`src/rtl/regdump_pkg.sv`:
```
// Shared types and defaults for the register-file dump reader.
// Header bytes per register are enabled with the REGDUMP_HEADER_EN macro.
package regdump_pkg;

  localparam int DEFAULT_NUM_REGS = 32;
  localparam int DEFAULT_ADDR_W   = 5;
  localparam int DEFAULT_DATA_W   = 32;
  localparam int BYTES_PER_WORD   = DEFAULT_DATA_W / 8;

  typedef enum logic [2:0] {
    IDLE,
    LOAD,
    SEND_HDR,
    SEND,
    DONE
  } state_t;

endpackage

```
`src/rtl/word_byte_serializer.sv`:
```
// Holds one snapshotted register word and shifts it out MSB byte first.
// last_byte flags that the byte currently offered is the final one of the word.
module word_byte_serializer #(
  parameter int DATA_W = 32
) (
  input  logic              clk,
  input  logic              rst,
  input  logic              load,
  input  logic [DATA_W-1:0] load_data,
  input  logic              advance,
  output logic [7:0]        byte_out,
  output logic              last_byte
);

  localparam int BPW   = DATA_W / 8;
  localparam int CNT_W = (BPW > 1) ? $clog2(BPW) : 1;

  logic [DATA_W-1:0] word;
  logic [CNT_W-1:0]  byte_cnt;

  always_ff @(posedge clk) begin
    if (rst) begin
      word     <= '0;
      byte_cnt <= '0;
    end else if (load) begin
      word     <= load_data;
      byte_cnt <= '0;
    end else if (advance) begin
      word     <= word << 8;
      byte_cnt <= byte_cnt + 1'b1;
    end
  end

  assign byte_out  = word[DATA_W-1 -: 8];
  assign last_byte = (byte_cnt == CNT_W'(BPW - 1));

endmodule

```
`src/rtl/regfile_dump_reader.sv`:
```
// Walks register indices through a spare async read port and streams every word
// MSB byte first on a valid/ready byte port. REGDUMP_HEADER_EN prefixes each word with its index.
module regfile_dump_reader
  import regdump_pkg::*;
#(
  parameter int NUM_REGS = DEFAULT_NUM_REGS,
  parameter int ADDR_W   = DEFAULT_ADDR_W,
  parameter int DATA_W   = DEFAULT_DATA_W
) (
  input  logic              clk,
  input  logic              rst,
  input  logic              start,
  output logic              busy,
  output logic              done,
  output logic [ADDR_W-1:0] rf_ra,
  input  logic [DATA_W-1:0] rf_rd,
  output logic              out_valid,
  input  logic              out_ready,
  output logic [7:0]        out_data,
  output state_t            dbg_state
);

  // Byte handshake: a byte moves on a posedge where out_valid && out_ready; once raised,
  // out_valid and out_data hold until that transfer (only rst can withdraw them).

  state_t            state_q, state_d;
  logic [ADDR_W-1:0] idx_q, idx_d;
  logic              ser_load, ser_advance, ser_last;
  logic [7:0]        ser_byte;

  word_byte_serializer #(.DATA_W(DATA_W)) u_ser (
    .clk       (clk),
    .rst       (rst),
    .load      (ser_load),
    .load_data (rf_rd),
    .advance   (ser_advance),
    .byte_out  (ser_byte),
    .last_byte (ser_last)
  );

  always_ff @(posedge clk) begin
    if (rst) begin
      state_q <= IDLE;
      idx_q   <= '0;
    end else begin
      state_q <= state_d;
      idx_q   <= idx_d;
    end
  end

  always_comb begin
    state_d     = state_q;
    idx_d       = idx_q;
    ser_load    = 1'b0;
    ser_advance = 1'b0;
    busy        = 1'b0;
    done        = 1'b0;
    out_valid   = 1'b0;
    out_data    = 8'h00;
    case (state_q)
      IDLE: begin
        if (start) begin
          idx_d   = '0;
          state_d = LOAD;
        end
      end
      LOAD: begin
        busy     = 1'b1;
        ser_load = 1'b1;
`ifdef REGDUMP_HEADER_EN
        state_d  = SEND_HDR;
`else
        state_d  = SEND;
`endif
      end
`ifdef REGDUMP_HEADER_EN
      SEND_HDR: begin
        busy      = 1'b1;
        out_valid = 1'b1;
        out_data  = 8'(idx_q);
        if (out_ready) state_d = SEND;
      end
`endif
      SEND: begin
        busy      = 1'b1;
        out_valid = 1'b1;
        out_data  = ser_byte;
        if (out_ready) begin
          ser_advance = 1'b1;
          if (ser_last) begin
            // The index that reaches the last register ends the dump; idx never wraps.
            if (idx_q == ADDR_W'(NUM_REGS - 1)) begin
              state_d = DONE;
            end else begin
              idx_d   = idx_q + 1'b1;
              state_d = LOAD;
            end
          end
        end
      end
      DONE: begin
        done    = 1'b1;
        state_d = IDLE;
      end
      default: state_d = IDLE;
    endcase
  end

  assign rf_ra     = idx_q;
  assign dbg_state = state_q;

endmodule
```
`config.mk`:
```
export PLATFORM = sky130hd
export DESIGN_NAME = regfile_dump_reader
export DESIGN_NICKNAME = d
export VERILOG_FILES = /design/src/rtl/regdump_pkg.sv /design/src/rtl/word_byte_serializer.sv /design/src/rtl/regfile_dump_reader.sv
export SDC_FILE = /design/constraint.sdc
export NUM_CORES = 1
export LEC_CHECK = 0
export BUFFER_PORTS_ARGS = -buffer_cell sky130_fd_sc_hd__buf_2
export CORE_MARGIN = 10
export CORE_UTILIZATION = 30
export DETAILED_ROUTE_END_ITERATION = 10
export SLEW_MARGIN = 15
export SYNTH_ARGS = -nofsm -noshare
export SYNTH_HDL_FRONTEND = slang
export SYNTH_SLANG_ARGS = --single-unit
```
`constraint.sdc`:
```
create_clock -name clk -period 2.8 [get_ports clk]
set_input_delay 0.42 -clock clk [delete_from_list [all_inputs] [get_ports clk]]
set_output_delay 0.42 -clock clk [all_outputs]
set_load 0.01 [all_outputs]
```
==> results.py <==
metrics = {
    "clock_tree": {
        "cts.sinks": 42,
        "cts_hold_buf": 0,
        "ctsResizeCount": 0,
        "worstSkewPairLatency_ns": 0.29,
        "cts.path.max_buffers": 2,
        "root_buffer": "clkbuf_8",
        "htree_levels": 2,
        "clk_pin_slew_ns": 0.08,
        "cts_made_buffers": 5,
        "cts_tree": "built",
        "cts_setup_buffers": 0,
    },
    "detailed_routing": {
        "drc": 0,
        "viasPerCell": 5.22,
        "drt_iter0_drc": 93,
        "vias": 1906,
        "ant_nets": 0,
        "wl_um": 5600,
        "wl_per_cell_um": 15.3,
        "first_pass_iters": 4,
    },
    "pwr": {
        "peakVddDrop_uv": 219,
        "p_sw_mw": 0.342,
        "clkPwrFrac": 0.313,
        "power.total_mw": 1.23,
        "power.share.switching": 0.278,
        "p_seq_frac": 0.535,
        "p_leak_nw": 0.942,
        "p_comb_frac": 0.152,
        "intPower_mw": 0.888,
        "powerDensity_nw_per_um2": 514,
    },
    "worst_setup_path": {
        "crit_type": "flip-flop to primary output",
        "critPathLaunchType": "flip-flop",
        "cp-end-kind": "primary output",
        "crit_fanout": 15,
        "regToRegSetupSlack_ns": 0.70,
        "required_ns": 2.38,
        "cp_data_arrival_time_ns": 1.77,
    },
    "logic_synthesis": {
        "avgSynthCellArea_um2": 8.12,
        "synth.largest_area_cell": "dfxtp_1",
        "synthFlopType": "dfxtp_1",
        "yosysWarnings": 0,
        "synthArstFlopShare": 0,
        "synth.top_cell.area_share": 0.425,
        "synth_seq_cells": 42,
        "synth_enable_flop_cells": 0,
        "syn_area_um2": 1980,
        "ys_seq_area_frac": 0.425,
        "synth_fp_nets": 283,
        "ys_top_cells_by_area": "dfxtp_1 (42%), a311oi_1 (11%), a21oi_1 (8.8%)",
        "synth.distinct_cells": 33,
        "syn_inst": 244,
    },
    "final_layout": {
        "mostFrequentLayoutCells": "buf_2 (54), dfxtp_1 (42), nand2_1 (35), a21oi_1 (35), o21ai_0 (34)",
        "diodes": 0,
        "drive_gt1_frac": 0.247,
        "final_common_cell": "buf_2",
        "area_growth_syn_to_layout_pct": 20.8,
        "final_util": 0.375,
        "fin_nets": 326,
    },
    "floorplanning": {
        "dieArea_um2": 10300,
        "dieWidth_um": 101,
        "coreArea_um2": 6390,
        "initial_core_util": 0.310,
        "num_io_pins": 55,
        "chipHeight_um": 101,
        "std_cell_rows": 29,
    },
    "global_routing": {
        "gr-total-overflow": 0,
        "antenna_found_initial": 0,
        "grt_pass1_wl_um": 9500,
        "grt_pass1_vias": 1968,
        "grt_use_total": 0.111,
        "grt_max_degree": 33,
    },
    "sta": {
        "tns_ns": 0,
        "rsz0062_at_grt": "false",
        "fin_crit_sh": 0.781,
        "layout_min_cycle_time_ns": 2.19,
        "report.final.slew_viol_count": 0,
        "tightest_slew_ns": 0.887,
        "setup_viol": 0,
        "skew_ns": 0.00873,
        "slew_headroom": 0.409,
        "hold_violations": 0,
        "clock.fmax_mhz": 457,
    },
    "status": {
        "status": "complete, no violations",
    },
    "place": {
        "place_congestion": 0.770,
        "post-dp-hpwl_um": 3960,
        "io_buffer_count": 54,
    },
    "min_path": {
        "hp-class": "input pin to flip-flop",
    },
    "run": {
        "cap_violations": 0,
    },
}
-- through the flow --
step	hold slack (ns)	setup slack [ns]	cell area [µm²]	std cells
final	0.366	0.613	2390	365
after global routing	0.360	0.426	2390	365
after CTS	0.360	0.573	2390	365
after detailed placement	0.465	0.723	2310	357
after global placement	0.460	0.750	2310	357
after floorplan	0.446	0.780	1980	244
-- path summary, 6_finish.rpt --
| check | start | endpoint | cells past startpoint |
|---|---|---|---|
| max | dbg_state[1]$_SDFFE_PP0P_ | out_data[7] | 3 |
| min reg2reg | u_ser.word[2]$_SDFFE_PP0P_ | u_ser.word[2]$_SDFFE_PP0P_ | 2 |
| max reg2reg | rf_ra[0]$_SDFFE_PP0P_ | rf_ra[3]$_SDFFE_PP0P_ | 6 |
| min | rf_rd[7] | u_ser.word[7]$_SDFFE_PP0P_ | 3 |
-- registers in the layout, summed over array words and instances (netlist names) --
name and count:
u_ser.byte_cnt 2, dbg_state 3, u_ser.word 32, rf_ra 5
-- per-layer routing --
metal  vias up  global-route usage  share of wire
met1       875               0.145           0.49
met2        45               0.171           0.44
met4         0              0.0397          0.012
met3         4              0.0300          0.050
met5         -                   0              0
li1        982                   -              -
-- logic make-up (layout without fill, tap and decap cells) --
| kind of cell | after synthesis | count (layout) | share of synthesized area |
|---|---|---|---|
| buf+inv | 28 | 72 | 0.0556 |
| mux | 2 | 2 | 0.0101 |
| simple gates | 69 | 69 | 0.184 |
| flops | 42 | 42 | 0.425 |
| compound gates | 100 | 100 | 0.307 |
| fa+ha+maj | 3 | 3 | 0.0190 |
-- power groups by stage --
| stage | clock, mW | sequential (mW) | combinational, mW |
|---|---|---|---|
| after floorplan | 0 | 0.665 | 0.127 |
| after global placement | 0 | 0.671 | 0.187 |
| after detailed placement | 0 | 0.672 | 0.189 |
| after CTS | 0.395 | 0.658 | 0.189 |
| after global routing | 0.428 | 0.665 | 0.213 |
| final | 0.385 | 0.658 | 0.187 |
-- synthesized netlist by cell type (all sizes together), types with 3 or more instances --
cell type  instances
nand3              5
nand2b             3
a311oi            24
buf                4
o21ai             34
nor3b              3
clkbuf            21
dfxtp             42
ha                 3
a21oi             35
and2               8
nand2             35
inv                3
-- cell type report --
cell class	instances	area, µm²
well taps	77	96.3
clock buffers	6	72.6
repair buffers	61	323
inverters	3	11.3
multi-input cells	174	1040
flip-flops and latches	42	841
clock inverters	2	13.8
fillers	702	3990
-- critical path, stage by stage, from the launching register on --
cell     delay [ns]
dfxtp_1        0.60
and3b_1        0.56
and2_1         0.19
buf_2          0.13
(Power assumes the default switching activity.)
